[config.mk]
export PLATFORM = sky130hd
export DESIGN_NAME = prog_mem_loader_flat
export DESIGN_NICKNAME = d
export VERILOG_FILES = /design/src/rtl/td4_pkg.sv /design/src/rtl/prog_mem_loader_if.sv /design/src/rtl/nibble_assembler.sv /design/src/rtl/prog_mem_loader.sv /design/src/flat_wrapper.sv
export SDC_FILE = /design/constraint.sdc
export NUM_CORES = 1
export LEC_CHECK = 0
export CORE_MARGIN = 2
export CORE_UTILIZATION = 55
export CTS_BUF_LIST = sky130_fd_sc_hd__clkbuf_16
export CTS_CLUSTER_DIAMETER = 200
export CTS_CLUSTER_SIZE = 20
export DETAILED_ROUTE_END_ITERATION = 7
export GPL_TIMING_DRIVEN = 0
export PLACE_DENSITY = 0.85
export RECOVER_POWER = 100
export SLEW_MARGIN = 10
export SYNTH_ARGS = -nofsm -noshare
export SYNTH_HDL_FRONTEND = slang
export SYNTH_SLANG_ARGS = --single-unit
[constraint.sdc]
create_clock -name clk -period 2.7 [get_ports clk]
set_input_delay 0.81 -clock clk [delete_from_list [all_inputs] [get_ports clk]]
set_output_delay 0.81 -clock clk [all_outputs]
set_load 0.02 [all_outputs]
[src/rtl/td4_pkg.sv]
// Shared types and default sizes for the TD4 program memory and its nibble loader.
package td4_pkg;

    localparam int ADDR_W_DEF = 4;
    localparam int OP_W_DEF   = 4;
    localparam int IMM_W_DEF  = 4;
    localparam int NIB_W_DEF  = 4;

    function automatic int cnt_w(input int beats);
        return (beats > 1) ? $clog2(beats) : 1;
    endfunction

    localparam int BEATS      = (OP_W_DEF + IMM_W_DEF) / NIB_W_DEF;
    localparam int BEAT_CNT_W = cnt_w(BEATS);

    typedef enum logic [1:0] {
        IDLE = 2'd0,
        LOAD = 2'd1,
        DONE = 2'd2
    } ld_state_e;

endpackage

[src/rtl/prog_mem_loader_if.sv]
// Fetch port plus host load stream of the program memory; slave = memory side.
interface prog_mem_loader_if #(
    parameter int ADDR_W = 4,
    parameter int OP_W   = 4,
    parameter int IMM_W  = 4,
    parameter int NIB_W  = 4
);
    logic [ADDR_W-1:0] fetch_addr;
    logic [OP_W-1:0]   opcode_out;
    logic [IMM_W-1:0]  immediate_out;
    logic              load_en;
    logic              load_valid;
    logic [NIB_W-1:0]  load_data;
    logic              load_ready;
    logic [ADDR_W-1:0] load_addr;
    logic              busy;
    logic              load_done;

    modport slave (
        input  fetch_addr, load_en, load_valid, load_data,
        output opcode_out, immediate_out, load_ready, load_addr, busy, load_done
    );

    modport master (
        output fetch_addr, load_en, load_valid, load_data,
        input  opcode_out, immediate_out, load_ready, load_addr, busy, load_done
    );
endinterface

[src/rtl/nibble_assembler.sv]
// Collects NIB_W-bit beats LS-chunk first into one word; word_vld_o fires on the final beat
// with the complete word presented combinationally. Latency 0; abort_i clears any partial word.
module nibble_assembler
    import td4_pkg::*;
#(
    parameter int WORD_W = 8,
    parameter int NIB_W  = 4
) (
    input  logic              clk,
    input  logic              rst_n,
    input  logic              abort_i,
    input  logic              beat_vld_i,
    input  logic [NIB_W-1:0]  beat_dat_i,
    output logic              word_vld_o,
    output logic [WORD_W-1:0] word_dat_o
);
    localparam int NBEATS = WORD_W / NIB_W;
    localparam int CNT_W  = cnt_w(NBEATS);
    localparam logic [CNT_W-1:0] LAST = CNT_W'(NBEATS - 1);

    logic [WORD_W-1:0] shift_q, shift_d, word_d;
    logic [CNT_W-1:0]  cnt_q, cnt_d;
    logic              last;

    always_comb begin
        last   = (cnt_q == LAST);
        word_d = shift_q;
        for (int k = 0; k < NBEATS; k++) begin
            if (cnt_q == CNT_W'(k)) word_d[k*NIB_W +: NIB_W] = beat_dat_i;
        end
        shift_d = shift_q;
        cnt_d   = cnt_q;
        if (abort_i) begin
            shift_d = '0;
            cnt_d   = '0;
        end else if (beat_vld_i) begin
            // The finished word goes straight to the array, so the register restarts empty.
            shift_d = last ? '0 : word_d;
            cnt_d   = last ? '0 : cnt_q + CNT_W'(1);
        end
    end

    assign word_vld_o = beat_vld_i && last && !abort_i;
    assign word_dat_o = word_d;

    always_ff @(posedge clk or negedge rst_n) begin
        if (!rst_n) begin
            shift_q <= '0;
            cnt_q   <= '0;
        end else begin
            shift_q <= shift_d;
            cnt_q   <= cnt_d;
        end
    end
endmodule

[src/rtl/prog_mem_loader.sv]
// TD4 program memory: combinational {imm, op} fetch plus a nibble-serial host loader.
// Fetch latency 0; one beat per cycle while in LOAD, load_ready low otherwise.
module prog_mem_loader
    import td4_pkg::*;
#(
    parameter int ADDR_W = ADDR_W_DEF,
    parameter int OP_W   = OP_W_DEF,
    parameter int IMM_W  = IMM_W_DEF,
    parameter int NIB_W  = NIB_W_DEF
) (
    input  logic               clk,
    input  logic               rst_n,
    prog_mem_loader_if.slave   bus
);
    localparam int WORD_W = OP_W + IMM_W;
    localparam int DEPTH  = 2 ** ADDR_W;
    localparam logic [ADDR_W-1:0] LAST_ADDR = ADDR_W'(DEPTH - 1);

    ld_state_e         state_q, state_d;
    logic [ADDR_W-1:0] ptr_q, ptr_d;
    logic [WORD_W-1:0] mem_q [DEPTH];
    logic [WORD_W-1:0] asm_word, rd_word;
    logic              asm_vld, asm_abort, beat_vld, we, ready, done;

    // Dropping load_en wins over a same-cycle beat, so it also aborts the assembler.
    assign asm_abort = (state_q != LOAD) || !bus.load_en;
    assign beat_vld  = (state_q == LOAD) && bus.load_en && bus.load_valid;

    nibble_assembler #(
        .WORD_W (WORD_W),
        .NIB_W  (NIB_W)
    ) u_asm (
        .clk        (clk),
        .rst_n      (rst_n),
        .abort_i    (asm_abort),
        .beat_vld_i (beat_vld),
        .beat_dat_i (bus.load_data),
        .word_vld_o (asm_vld),
        .word_dat_o (asm_word)
    );

    always_comb begin
        state_d = state_q;
        ptr_d   = ptr_q;
        we      = 1'b0;
        ready   = 1'b0;
        done    = 1'b0;
        case (state_q)
            IDLE: begin
                ptr_d = '0;
                if (bus.load_en) state_d = LOAD;
            end
            LOAD: begin
                ready = 1'b1;
                if (!bus.load_en) begin
                    state_d = IDLE;
                    ptr_d   = '0;
                end else if (asm_vld) begin
                    we = 1'b1;
                    if (ptr_q == LAST_ADDR) state_d = DONE;
                    else                    ptr_d   = ptr_q + ADDR_W'(1);
                end
            end
            DONE: begin
                done = 1'b1;
                if (!bus.load_en) begin
                    state_d = IDLE;
                    ptr_d   = '0;
                end
            end
            default: begin
                state_d = IDLE;
                ptr_d   = '0;
            end
        endcase
    end

    always_ff @(posedge clk or negedge rst_n) begin
        if (!rst_n) begin
            state_q <= IDLE;
            ptr_q   <= '0;
        end else begin
            state_q <= state_d;
            ptr_q   <= ptr_d;
        end
    end

    always_ff @(posedge clk or negedge rst_n) begin
        if (!rst_n) begin
            for (int i = 0; i < DEPTH; i++) mem_q[i] <= '0;
        end else if (we) begin
            mem_q[ptr_q] <= asm_word;
        end
    end

    assign rd_word           = mem_q[bus.fetch_addr];
    assign bus.opcode_out    = rd_word[OP_W-1:0];
    assign bus.immediate_out = rd_word[WORD_W-1:OP_W];
    assign bus.load_ready    = ready;
    assign bus.load_done     = done;
    assign bus.busy          = (state_q != IDLE);
    assign bus.load_addr     = done ? LAST_ADDR : ptr_q;
endmodule

[src/flat_wrapper.sv]
// flat-port wrapper written by rule: the top's interface ports become plain ports
module prog_mem_loader_flat import td4_pkg::*;
#(
    parameter int ADDR_W = ADDR_W_DEF,
    parameter int OP_W   = OP_W_DEF,
    parameter int IMM_W  = IMM_W_DEF,
    parameter int NIB_W  = NIB_W_DEF
)
  (clk, rst_n, bus_fetch_addr, bus_load_en, bus_load_valid, bus_load_data, bus_opcode_out, bus_immediate_out, bus_load_ready, bus_load_addr, bus_busy, bus_load_done);
  prog_mem_loader_if #(.ADDR_W(ADDR_W), .OP_W(OP_W), .IMM_W(IMM_W), .NIB_W(NIB_W)) bus_i ();
  input  logic clk;
  input  logic rst_n;
  input wire logic [$bits(bus_i.fetch_addr)-1:0] bus_fetch_addr;
  input wire logic [$bits(bus_i.load_en)-1:0] bus_load_en;
  input wire logic [$bits(bus_i.load_valid)-1:0] bus_load_valid;
  input wire logic [$bits(bus_i.load_data)-1:0] bus_load_data;
  output wire logic [$bits(bus_i.opcode_out)-1:0] bus_opcode_out;
  output wire logic [$bits(bus_i.immediate_out)-1:0] bus_immediate_out;
  output wire logic [$bits(bus_i.load_ready)-1:0] bus_load_ready;
  output wire logic [$bits(bus_i.load_addr)-1:0] bus_load_addr;
  output wire logic [$bits(bus_i.busy)-1:0] bus_busy;
  output wire logic [$bits(bus_i.load_done)-1:0] bus_load_done;
  assign bus_i.fetch_addr = bus_fetch_addr;
  assign bus_i.load_en = bus_load_en;
  assign bus_i.load_valid = bus_load_valid;
  assign bus_i.load_data = bus_load_data;
  assign bus_opcode_out = bus_i.opcode_out;
  assign bus_immediate_out = bus_i.immediate_out;
  assign bus_load_ready = bus_i.load_ready;
  assign bus_load_addr = bus_i.load_addr;
  assign bus_busy = bus_i.busy;
  assign bus_load_done = bus_i.load_done;
  prog_mem_loader #(.ADDR_W(ADDR_W), .OP_W(OP_W), .IMM_W(IMM_W), .NIB_W(NIB_W)) u_core (.clk(clk), .rst_n(rst_n), .bus(bus_i));
endmodule
# After elaboration in Yosys (flattened, before gate mapping)

Cells that the tools add are included.

Bits in latches: 0
Memories: 0
ROM bits: 0
Logic and storage cells: 80
Bits in registers: 143
Input bits: 12
Bits in writable memories: 0

Shifts and indexed selects: 0
Div/mod/pow operators: 0
Equality and inequality tests: 9
$lt $le $gt $ge: 3
Muxes and demuxes: 31
Bitwise gates (word level): 2
Add/sub/neg operators: 2
Multiply operators: 0
Reductions and logical operators: 13

Operators with widths:

| operator              | number |
|---|---|
| $bwmux W128           | 1 |
| $mux W8               | 6 |
| $bmux W8 S4           | 1 |
| $demux W8 S4          | 1 |
| $mux W4               | 7 |
| $ge A5 B5 Y1 const B  | 2 |
| $mux W2               | 5 |
| $not A4 Y5            | 2 |
| $mux W1               | 8 |
| $pmux W4 S2           | 1 |
| $ne A3 B3 Y1 const B  | 2 |
| $pmux W2 S3           | 1 |
| $logic_and A1 B1 Y1   | 5 |
| $lt A5 B1 Y1 const B  | 1 |
| $add A4 B1 Y4 const B | 1 |
| $eq A4 B4 Y1 const B  | 1 |
| $ne A2 B2 Y1 const B  | 2 |
| $reduce_and A4 Y1     | 1 |
| $reduce_bool A2 Y1    | 2 |
| $ne A3 B2 Y1 const B  | 1 |
| $reduce_and A3 Y1     | 1 |
| $eq A2 B1 Y1 const B  | 1 |
| $eq A2 B2 Y1 const B  | 1 |
| $logic_not A1 Y1      | 2 |
| other kinds (4)       | 4 |

# Logic depth before layout (Yosys ltp)

Gate-level depths: netlist of the first run.

Word-level depth: 8
Mapped depth: 8
Mapped depth without buffers: 6

# Cells and area by module

Synthesis of the first run repeated with hierarchy kept, for this count alone.

Cell total of the unflattened synthesis: 454
Area, all modules: 6820.3 um2

Modules (own cells, without submodules):

| module           | area an instance (um2) | seq. area each (um2) | instances | cells each |
|---|---|---|---|---|
| prog_mem_loader  | 6326.1                 | 3353.2               | 1         | 413 |
| nibble_assembler | 494.2                  | 225.2                | 1         | 41 |

# Worst setup path after synthesis of the first run

No wires, ideal clock.

Kind: input to output
From: in bus_fetch_addr[0]
To: out bus_immediate_out[1]
Path slack: -44 ps
Cell stages on the path: 5
Buffers on the path: 2
Arrival time: 1934 ps
Cell sequence: buf_6 > buf_8 > mux4_1 > a22oi_1 > nand2_1

Cells in the longest elaborated chain, start to end: 4

Ends and longest elaborated chain:

| what                                       | RTL line              | source |
|---|---|---|
| start: declaration                         | flat_wrapper.sv:13    | `input wire logic [$bits(bus_i.fetch_addr)-1:0] bus_fetch_addr;` |
| $not A4 Y5 (implied by the code)           | prog_mem_loader.sv:96 | `assign rd_word = mem_q[bus.fetch_addr];` |
| $bmux W8 S4                                | prog_mem_loader.sv:96 |  |
| $mux W8 (implied by the code) (2 in a row) | prog_mem_loader.sv:96 |  |
| end: declaration                           | flat_wrapper.sv:18    | `output wire logic [$bits(bus_i.immediate_out)-1:0] bus_immediate_out;` |

Every way passes these cells. The select of a mux whose other input is x is not followed.

# Worst setup path in the final report of the first run

From: in bus_fetch_addr[0]
To: out bus_opcode_out[2]

Cells in the longest elaborated chain, start to end: 4

Ends and longest elaborated chain:

| what                                       | RTL line              | source |
|---|---|---|
| $not A4 Y5 (implied by the code)           | prog_mem_loader.sv:96 |  |
| $bmux W8 S4                                | prog_mem_loader.sv:96 |  |
| $mux W8 (implied by the code) (2 in a row) | prog_mem_loader.sv:96 |  |
| end: declaration                           | flat_wrapper.sv:17    | `output wire logic [$bits(bus_i.opcode_out)-1:0] bus_opcode_out;` |

Every way passes these cells. The select of a mux whose other input is x is not followed.

==> results of run 1 <==
==> cell usage in the layout (no fill, tap or decap), types with 3 or more instances in the layout <==
cell type	count
dfrtp_1	143
nor2_1	96
a21oi_1	85
nand2_1	39
mux4_2	31
clkbuf_1	20
and3_1	19
o21ai_1	19
clkbuf_16	18
a22oi_2	16
a21oi_2	16
buf_6	14
o21ai_0	13
buf_4	10
clkbuf_2	9
nand2_2	8
mux2i_1	7
nor2b_1	6
buf_2	6
nor2_2	6
dlygate4sd2_1	6
inv_1	5
bufinv_16	5
buf_16	4
ha_1	4
clkinv_2	4
clkdlybuf4s50_1	4
and2b_1	3
buf_12	3
nand2b_1	3
clkinv_1	3
dlygate4sd3_1	3
==> report_power, final <==
group	leakage, nW	internal, mW	switching, mW	total, mW
clock	0.306	1.62	0.894	2.51
combinational	1.41	0.177	0.253	0.430
sequential	1.98	2.21	0.0457	2.26
==> layout make-up <==
class	count	area share (%)
multi-input combinational	397	35.2
sequential	143	45.0
buffer	51	4.82
clock inverter	15	2.52
timing repair buffer	31	4.28
inverter	4	0.189
tap	168	2.65
clock buffer	17	5.35
==> timing repair <==
item | CTS | global route
buffers inserted | 3 | 0
hold buffers | 0 | 0
endpoints found under the setup margin | 12 | 9
cloned | 3 | 0
pin swaps | 14 | 2
gates resized for setup | 113 | 1
==> logic make-up (layout without fill, tap and decap cells) <==
group	after synthesis	in the layout
simple gates	192	192
compound gates	159	159
flops	143	143
buf+inv	56	118
mux	41	41
fa+ha+maj	4	4
xor+xnor	1	1
==> worst paths after layout <==
check,start,endpoint,slack (ps),depth (start not counted)
max in group asynchronous,rst_n,u_core.u_asm.shift_q[6],640,2
worst max register to register,u_core.u_asm.cnt_q,u_core.mem_q[45],480,5
worst min-delay path,u_core.mem_q[2],u_core.mem_q[2],480,2
worst min register to register,u_core.mem_q[2],u_core.mem_q[2],480,2
worst max-delay path,bus_fetch_addr[0],bus_opcode_out[2],-220,6
min in group asynchronous,rst_n,u_core.mem_q[29],620,1
==> metal layers <==
metal	GRT usage (%)	part of all wire, %
met1	39.5	40
met2	46.9	47
met3	10.6	9.2
met4	15.8	4.2
met5	0	0
==> registers in the layout (all words and copies together) (netlist names) <==
name                  count
u_core.mem_q            128
u_core.ptr_q              4
u_core.state_q            2
u_core.u_asm.cnt_q        1
u_core.u_asm.shift_q      8
==> critical path, stage by stage <==
cell	delay, ps
buf_16	150
buf_16	140
mux4_2	570
a22oi_2	210
nand2_2	90
buf_6	140
==> flow_metrics.tcl, run 1 <==
set metrics [dict create \
    status "complete, but fails checks" \
    violations "negative setup slack" \
    min_period_ps 2920 \
    synth.largest_area_cell "dfrtp_1" \
    wl_per_cell_um 22.9 \
    synthArstFlopShare_pct 100 \
    clockBufferDepth 2 \
    yosysWarnings 0 \
    synthSimpleGateAreaFrac_pct 13.2 \
    drv_slew 0 \
    synthMuxAreaShare_pct 12.8 \
    synth_top_family_by_area "compound AO/OA/AOI/OAI gates" \
    worstPathRequired_ps 1890 \
    htreeDepth 4 \
    slew_headroom_pct 23.1 \
    numCtsBuffers 17 \
    synth-adder-area-share_pct 0.736 \
    synth_edf_count 0 \
    fin_area_um2 7950 \
    cp-start-kind "input port" \
    drt.antenna.violating_nets 0 \
    fmax_mhz 343 \
    drc 0 \
    gp_congestion 0.852 \
    ir_drop_v 0.000449 \
    p_per_area_nw_per_um2 654 \
    fin_setup_tns_ps -1650 \
    avgSynthCellArea_um2 11.4 \
    dp_cells 789 \
    path_class "input port to output pin" \
    whs_ps 479 \
    leakagePower_nw 3.69 \
    hpwl_um 11900 \
    post-place-ws_ps -1360 \
    tightest_slew_ps 1150 \
    drtIter0Drc 651 \
    synth.area.top_cells "dfrtp_1 53%, a21oi_1 6.1%, mux4_2 6.0%" \
    placed_cell_area_um2 7300 \
    antennaDiodeCount 0 \
    worst_ep_arrival_time_ps 2110 \
    viasPerCell 6.28 \
    cts_tree "built" \
    io_buffers 24 \
    ios 27 \
    drt-total-wl_um 18900 \
    antenna_found_initial 0 \
    grt_overflow 0 \
    clk_pin_slew_ps 60 \
    syn_nets 612 \
    grt_setup_unrepaired "yes" \
    cp_max_fo 8 \
    power.total_mw 5.20 \
    fin_cells 826 \
    endpoint_kind "output pin" \
    synth-compound-area-share_pct 13.9 \
    ys_ff_latch 143 \
    dieArea_um2 13300 \
    clock-root-buffer "clkbuf_16" \
    post-route-util_pct 65.9 \
    start_util_pct 56.4 \
    drive_gt1_share_pct 25.4 \
    grt_pass1_vias 5299 \
    rows 40 \
    synth_top_cell_area_share_pct 52.6 \
    synthFlopType "dfrtp_1" \
    synth_xor_area_share_pct 0.129 \
    vias 5189 \
    finalHoldViolCount 0 \
    grt_use_total_pct 30.8 \
    multiInputGateArea_um2 2790 \
    clk_latency_ps 420 \
    synth.most_common_cell "dfrtp_1" \
    ys_top_cells_by_count "143 x dfrtp_1, 95 x nor2_1, 83 x a21oi_1, 47 x nand2_1" \
    areaGrowthSynthToFinish_pct 16.8 \
    coreArea_um2 12100 \
    synth_cell_types 44 \
    die_w_um 115 \
    nNetsFinal 661 \
    hold_path_class "register to register" \
    seqCellArea_um2 3580 \
    finClkSkew_ps 12.6 \
    die_h_um 115 \
    dr.pass1.iters 7 \
    fillCellCount 877 \
    grt_start_max_net_pins 99 \
    grt_pass1_wl_um 29800 \
    syn_inst 596 \
    cts.sinks 143 \
    cap_violations 0 \
    ys_seq_area_share_pct 52.6 \
    setup_viol 14 \
    final.period_utilization_pct 108 \
    fin_ws_ps -216 \
    synthesis.area_um2 6800 \
]
Power figures use the tool's default switching activity.
==> run 2: changes to the inputs <==
Settings changed: ABC_AREA set to 1, CORE_UTILIZATION 55 to 56, PLACE_DENSITY 0.85 to 0.86.
==> run 2 against run 1 <==
  * The flow still finishes with violations (negative setup slack)
  * Non-clock buffer count fell by 2
  * Largest power group is now registers
  * Routed wire length up 20%
  * Cell area is 11% higher
  * Critical path type unchanged
  * Worst hold slack lost 10 ps
  * Die area grew 9.1%
  * Global-route usage rose by 1.7 points
  * Setup slack improved by 210 ps
  * Synthesized area rose by 11%
  * Critical path depth is 5 higher
  * Clock skew shrank 3.7 ps
  * Via count increased by 44%
==> flow_metrics.tcl, run 2 <==
set metrics [dict create \
    status "complete, but fails checks" \
    violations "negative setup slack" \
    areaGrowthSynthToFinish_pct 16.7 \
    final.period_utilization_pct 100 \
    syn_inst 1058 \
    die_h_um 120 \
    fin_setup_tns_ps -8.81 \
    clock-root-buffer "clkbuf_16" \
    grt_use_total_pct 32.5 \
    fin_cells 1295 \
    grt_setup_unrepaired "yes" \
    p_per_area_nw_per_um2 599 \
    synthesis.area_um2 7580 \
    grt_busiest_layer "met2" \
    cp-start-kind "input port" \
    start_util_pct 57.2 \
    grt_pass1_wl_um 35700 \
    worst_ep_arrival_time_ps 1900 \
    grt_util_met2_pct 49.0 \
    ys_top_cells_by_count "473 x nand2_1, 207 x nand3_1, 143 x dfrtp_1, 97 x inv_1, 27 x nor2_1" \
    syn_nets 1074 \
    coreArea_um2 13200 \
    cp_slowest_stage_delay_ps 140 \
    clockBufferDepth 2 \
    fillCellCount 1123 \
    synthFlopType "dfrtp_1" \
    clk_latency_ps 430 \
    cts_tree "built" \
    drt-total-wl_um 22600 \
    ios 27 \
    drt.antenna.violating_nets 0 \
    tightest_slew_ps 1370 \
    drive_gt1_share_pct 13.0 \
    regMostFlops "u_core.mem_q" \
    numCtsBuffers 17 \
    hold_path_class "register to register" \
    synth_cell_types 24 \
    grt_start_max_net_pins 91 \
    top_regs "u_core.mem_q: 128 flops, u_core.u_asm.shift_q: 8 flops, u_core.ptr_q: 4 flops" \
    grt_overflow 0 \
    endpoint_kind "output pin" \
    cp_max_fo 8 \
    grtUsageMet3_pct 8.21 \
    synth_edf_count 0 \
    largest_reg_flops 128 \
    cts.sinks 143 \
    multiInputGateArea_um2 3420 \
    finalHoldViolCount 0 \
    synth.most_common_cell "nand2_1" \
    final_common_cell "nand2_1" \
    drtIter0Drc 906 \
    antennaDiodeCount 0 \
    avgSynthCellArea_um2 7.16 \
    leakagePower_nw 4.93 \
    cp.buffers_inverters 5 \
    antenna_found_initial 0 \
    met1_usage_pct 43.3 \
    ys_seq_area_share_pct 47.2 \
    ir_drop_v 0.000578 \
    synth.largest_area_cell "dfrtp_1" \
    htreeDepth 4 \
    drc 0 \
    ys_ff_latch 143 \
    synth_top_cell_area_share_pct 47.2 \
    gp_congestion 1.04 \
    clk_pin_slew_ps 60 \
    final_cell_mix "470 x nand2_1, 191 x nand3_1, 143 x dfrtp_1" \
    drv_slew 0 \
    dieArea_um2 14500 \
    seqCellArea_um2 3580 \
    crit_family "buffers and inverters" \
    wl_per_cell_um 17.5 \
    grt_pass1_vias 7092 \
    io_buffers 22 \
    dr.pass1.iters 7 \
    die_w_um 120 \
    cap_violations 0 \
    worstPathRequired_ps 1890 \
    finClkSkew_ps 8.99 \
    slowest_stage "buf_12" \
    slew_headroom_pct 8.56 \
    vias 7452 \
    fin_ws_ps -8.09 \
    yosysWarnings 0 \
    setup_viol 2 \
    hpwl_um 14900 \
    synth.area.top_cells "dfrtp_1 47%, nand2_1 23%, nand3_1 14%" \
    fmax_mhz 369 \
    crit_chain "buf_8 > inv_8 > buf_12 > buf_4 > nand2_1 > nand2_1 > nand2_1 > nand3_1 > nand3_1 > nand2_2 > buf_6" \
    synthArstFlopShare_pct 100 \
    nNetsFinal 1123 \
    min_period_ps 2710 \
    rows 42 \
    viasPerCell 5.75 \
    crit_path_frequent_cell "nand2_1" \
    path_class "input port to output pin" \
    dp_cells 1257 \
]
[run 2: changes by cell type in the layout (fill, tap and decap cells not counted), sizes merged, moves of 14 or more]
cell / change
buf: +14
a22oi: -16
inv: +96
clkbuf: -14
o21ai: -15
a21oi: -100
nand3: +203
nand2: +442
nor2: -65
and3: -20
mux4: -32
[run 2: timing repair]
action,4_1_cts,5_1_grt
hold buffers,0,0
endpoints found under the setup margin,8,12
gates cloned,1,0
buffers inserted,6,0
pin swaps,6,12
resized for setup,102,42
[run 2: layout make-up]
type                       instances  area share [%]
sequential                       143            40.5
multi-input combinational        765            38.7
buffer                            50            4.84
clock buffer                      17            4.81
inverter                         100            4.44
timing repair buffer              30            3.40
tap                              176            2.49
clock inverter                    14           0.891
[run 2: worst min-delay path, cell delays in order (launching register included)]
cell and delay, ps:
dfrtp_1 340, nand2_1 50, nand2_1 40
[run 2: worst paths after layout]
path	start	endpoint	slack, ps	cells after the start
worst max-delay path	bus_fetch_addr[0]	bus_immediate_out[1]	-8	11
worst min-delay path	u_core.mem_q[41]	u_core.mem_q[41]	470	2
worst max register to register	u_core.ptr_q[0]	u_core.mem_q[10]	630	7
worst min register to register	u_core.mem_q[41]	u_core.mem_q[41]	470	2
max in group asynchronous	rst_n	u_core.mem_q[44]	570	2
min in group asynchronous	rst_n	u_core.mem_q[69]	690	1
[run 2: logic make-up after synthesis]
| family | count (synthesis) | synth area share, % |
|---|---|---|
| flip-flops | 143 | 47.2 |
| adder cells (fa/ha/maj) | 4 | 0.660 |
| AND/OR/NAND/NOR | 736 | 41.7 |
| AO/OA/AOI/OAI | 24 | 1.65 |
| buffers and inverters | 150 | 8.70 |
| XOR/XNOR | 1 | 0.116 |
[run 2: through the flow]
stage	hold WS, ps	instance area (µm²)	setup WS (ps)	total power, mW	util (%)
final	469	8840	-8.09	5.30	66.8
after global routing	480	8840	-37.0	5.47	66.8
after CTS	310	8790	2.00	5.27	66.4
after detailed placement	458	8050	-836	3.21	60.8
after global placement	453	8020	-4920	3.20	60.6
after floorplan	442	7580	112	2.85	-
[run 2: where the power goes]
| part | total, mW | internal, mW | switching [mW] |
|---|---|---|---|
| Sequential | 2.29 | 2.23 | 0.0619 |
| Combinational | 0.967 | 0.271 | 0.696 |
| Clock | 2.04 | 1.14 | 0.896 |
| Total | 5.30 | 3.64 | 1.65 |
[run 2: per-layer routing]
metal / share of wire, % / wire length (µm)
met3: 11 / 2480
met4: 5.7 / 1300
met5: 0 / 0
met2: 45 / 10200
met1: 38 / 8710
==> run 3: changes to the inputs <==
Settings changed: CORE_UTILIZATION 56 to 40, PLACE_DENSITY 0.86 to 0.67.
==> run 3 against run 2 <==
  * The run ends with max-capacitance violations, max-slew violations, negative setup slack left
  * Combinational power rose by 2%
  * Die area rose by 39%
  * Utilization fell by 19 points
  * Sequential share of layout area fell by 0.64 points
  * Total power rose by 5.5%
  * Fmax fell by 0.52%
  * Routed wire length rose by 8.4%
==> flow_metrics.tcl, run 3 (synthesis results as in run 2) <==
set metrics [dict create \
    status "complete, but fails checks" \
    violations "max-capacitance violations, max-slew violations, negative setup slack" \
    post-route-util_pct 48.2 \
    largest_reg_flops 128 \
    worstPathRequired_ps 1890 \
    fmax_mhz 367 \
    fin_ws_ps -22.3 \
    clockBufferDepth 2 \
    endpoint_kind "output pin" \
    p_int_mw 3.73 \
    cap_violations 1 \
    min_period_ps 2720 \
    viasPerCell 5.41 \
    clk_latency_ps 450 \
    power.total_mw 5.59 \
    path_class "input port to output pin" \
    vias 7335 \
    hold_path_class "register to register" \
    clock-root-buffer "clkbuf_16" \
    htreeDepth 4 \
    final_common_cell "nand2_1" \
    cp_slowest_stage_delay_ps 140 \
    setup_viol 2 \
    drt-total-wl_um 24500 \
    grt_setup_unrepaired "yes" \
    coreArea_um2 18600 \
    numCtsBuffers 17 \
    crit_chain "buf_12 > clkinv_8 > buf_12 > buf_4 > nand2_1 > nand2_1 > nand2_1 > nand3_1 > nand3_1 > nand2_2 > buf_6" \
    p_comb_share_pct 17.6 \
    netSwitchingPower_mw 1.85 \
    areaGrowthSynthToFinish_pct 18.5 \
    drc 0 \
    crit_path_frequent_cell "nand2_1" \
    grt_overflow 0 \
    p_per_area_nw_per_um2 622 \
    grt_start_max_net_pins 81 \
    antennaDiodeCount 0 \
    nNetsFinal 1126 \
    leakagePower_nw 4.90 \
    drtIter0Drc 889 \
    tightest_slew_ps 2130 \
    cp-start-kind "input port" \
    ir_drop_v 0.000492 \
    clockPowerShare_pct 41.5 \
    finClkSkew_ps 14.4 \
    grt_pass1_wl_um 38600 \
    whs_ps 472 \
    drive_gt1_share_pct 13.0 \
    start_util_pct 40.7 \
    grt_pass1_vias 7039 \
    dr.pass1.iters 5 \
    wl_met2_um 10900 \
    m1WireLength_um 10500 \
    slew_headroom_pct -41.9 \
    wl_per_cell_um 18.1 \
    cts.sinks 143 \
    met3WireLength_um 1890 \
    antenna_found_initial 0 \
    final_cell_mix "466 x nand2_1, 199 x nand3_1, 143 x dfrtp_1" \
    drt.antenna.violating_nets 0 \
    cts_tree "built" \
    grt_use_total_pct 25.4 \
    dieArea_um2 20100 \
    drv_slew 80 \
    hpwl_um 16200 \
    worst_ep_arrival_time_ps 1910 \
    regMostFlops "u_core.mem_q" \
    dp_cells 1315 \
    clk_pin_slew_ps 60 \
    ios 27 \
    placed_cell_area_um2 8130 \
    final.period_utilization_pct 101 \
    io_buffers 22 \
    pwr-share-seq_pct 40.9 \
    fin_area_um2 8980 \
    rows 50 \
    top_regs "u_core.mem_q: 128 flops, u_core.u_asm.shift_q: 8 flops, u_core.ptr_q: 4 flops" \
    slowest_stage "buf_12" \
    die_h_um 142 \
    cp_max_fo 7 \
    die_w_um 142 \
    finalHoldViolCount 0 \
    cts-hold-fix-buffers 0 \
    routed.top_layer "met4" \
    gp_congestion 1.04 \
    switching_share_pct 33.2 \
    fin_cells 1357 \
]
## run 3: changes by cell type in the layout (fill, tap and decap cells not counted), sizes merged
cell,delta
clkinv,-7
inv,+9
dlygate4sd2,+1
bufbuf,+1
## run 3: stage by stage
stage | setup slack, ps | TNS [ps]
2_1_floorplan | 112 | 0
3_3_place_gp | -5180 | -746430
3_5_place_dp | -1010 | -7160
4_1_cts | 3.33 | 0
5_1_grt | -67.5 | -691
6_report | -22.3 | -36.5
## run 3: worst paths after layout
check,start,to,slack (ps),cells past startpoint
setup / recovery,bus_fetch_addr[0],bus_opcode_out[2],-20,11
hold / removal,u_core.mem_q[39],u_core.mem_q[39],470,2
setup reg to reg,u_core.u_asm.cnt_q,u_core.mem_q[84],550,5
hold reg to reg,u_core.mem_q[39],u_core.mem_q[39],470,2
max in group asynchronous,rst_n,u_core.mem_q[45],470,1
min in group asynchronous,rst_n,u_core.mem_q[68],960,1
## run 3: final cells by class
type / instances / area, µm²
Fill cell: 1878 / 9660
Clock inverter: 15 / 143
Tap cell: 234 / 293
Multi-Input combinational cell: 765 / 3360
Sequential cell: 143 / 3580
Clock buffer: 17 / 425
Timing Repair inverter: 1 / 7.51
Inverter: 100 / 393
Buffer: 50 / 422
Timing Repair Buffer: 32 / 367
## run 3: power groups by stage
stage / registers, mW / logic (mW) / clock network, mW
floorplan: 2.31 / 0.546 / 0
global placement: 2.32 / 0.911 / 0
detailed placement: 2.32 / 0.923 / 0
CTS: 2.28 / 0.976 / 2.34
global route: 2.29 / 1.07 / 2.42
finish: 2.28 / 0.982 / 2.32
## run 3: timing repair
action | in CTS | in global routing
cloned | 3 | 0
buffers inserted | 6 | 1
pin swaps | 3 | 13
resized for setup | 102 | 33
setup endpoints to repair | 9 | 11
## run 3: layer usage
| layer | up-vias | track usage [%] |
|---|---|---|
| li1 | 3421 | - |
| met1 | 3476 | 34.8 |
| met2 | 362 | 38.3 |
| met3 | 76 | 5.16 |
| met4 | 0 | 13.1 |
| met5 | - | 0 |
## run 3: worst max-delay path: cells and delay by family
kind | cells | cell delay, ps
and+or+nand+nor | 6 | 510
buffers and inverters | 5 | 590
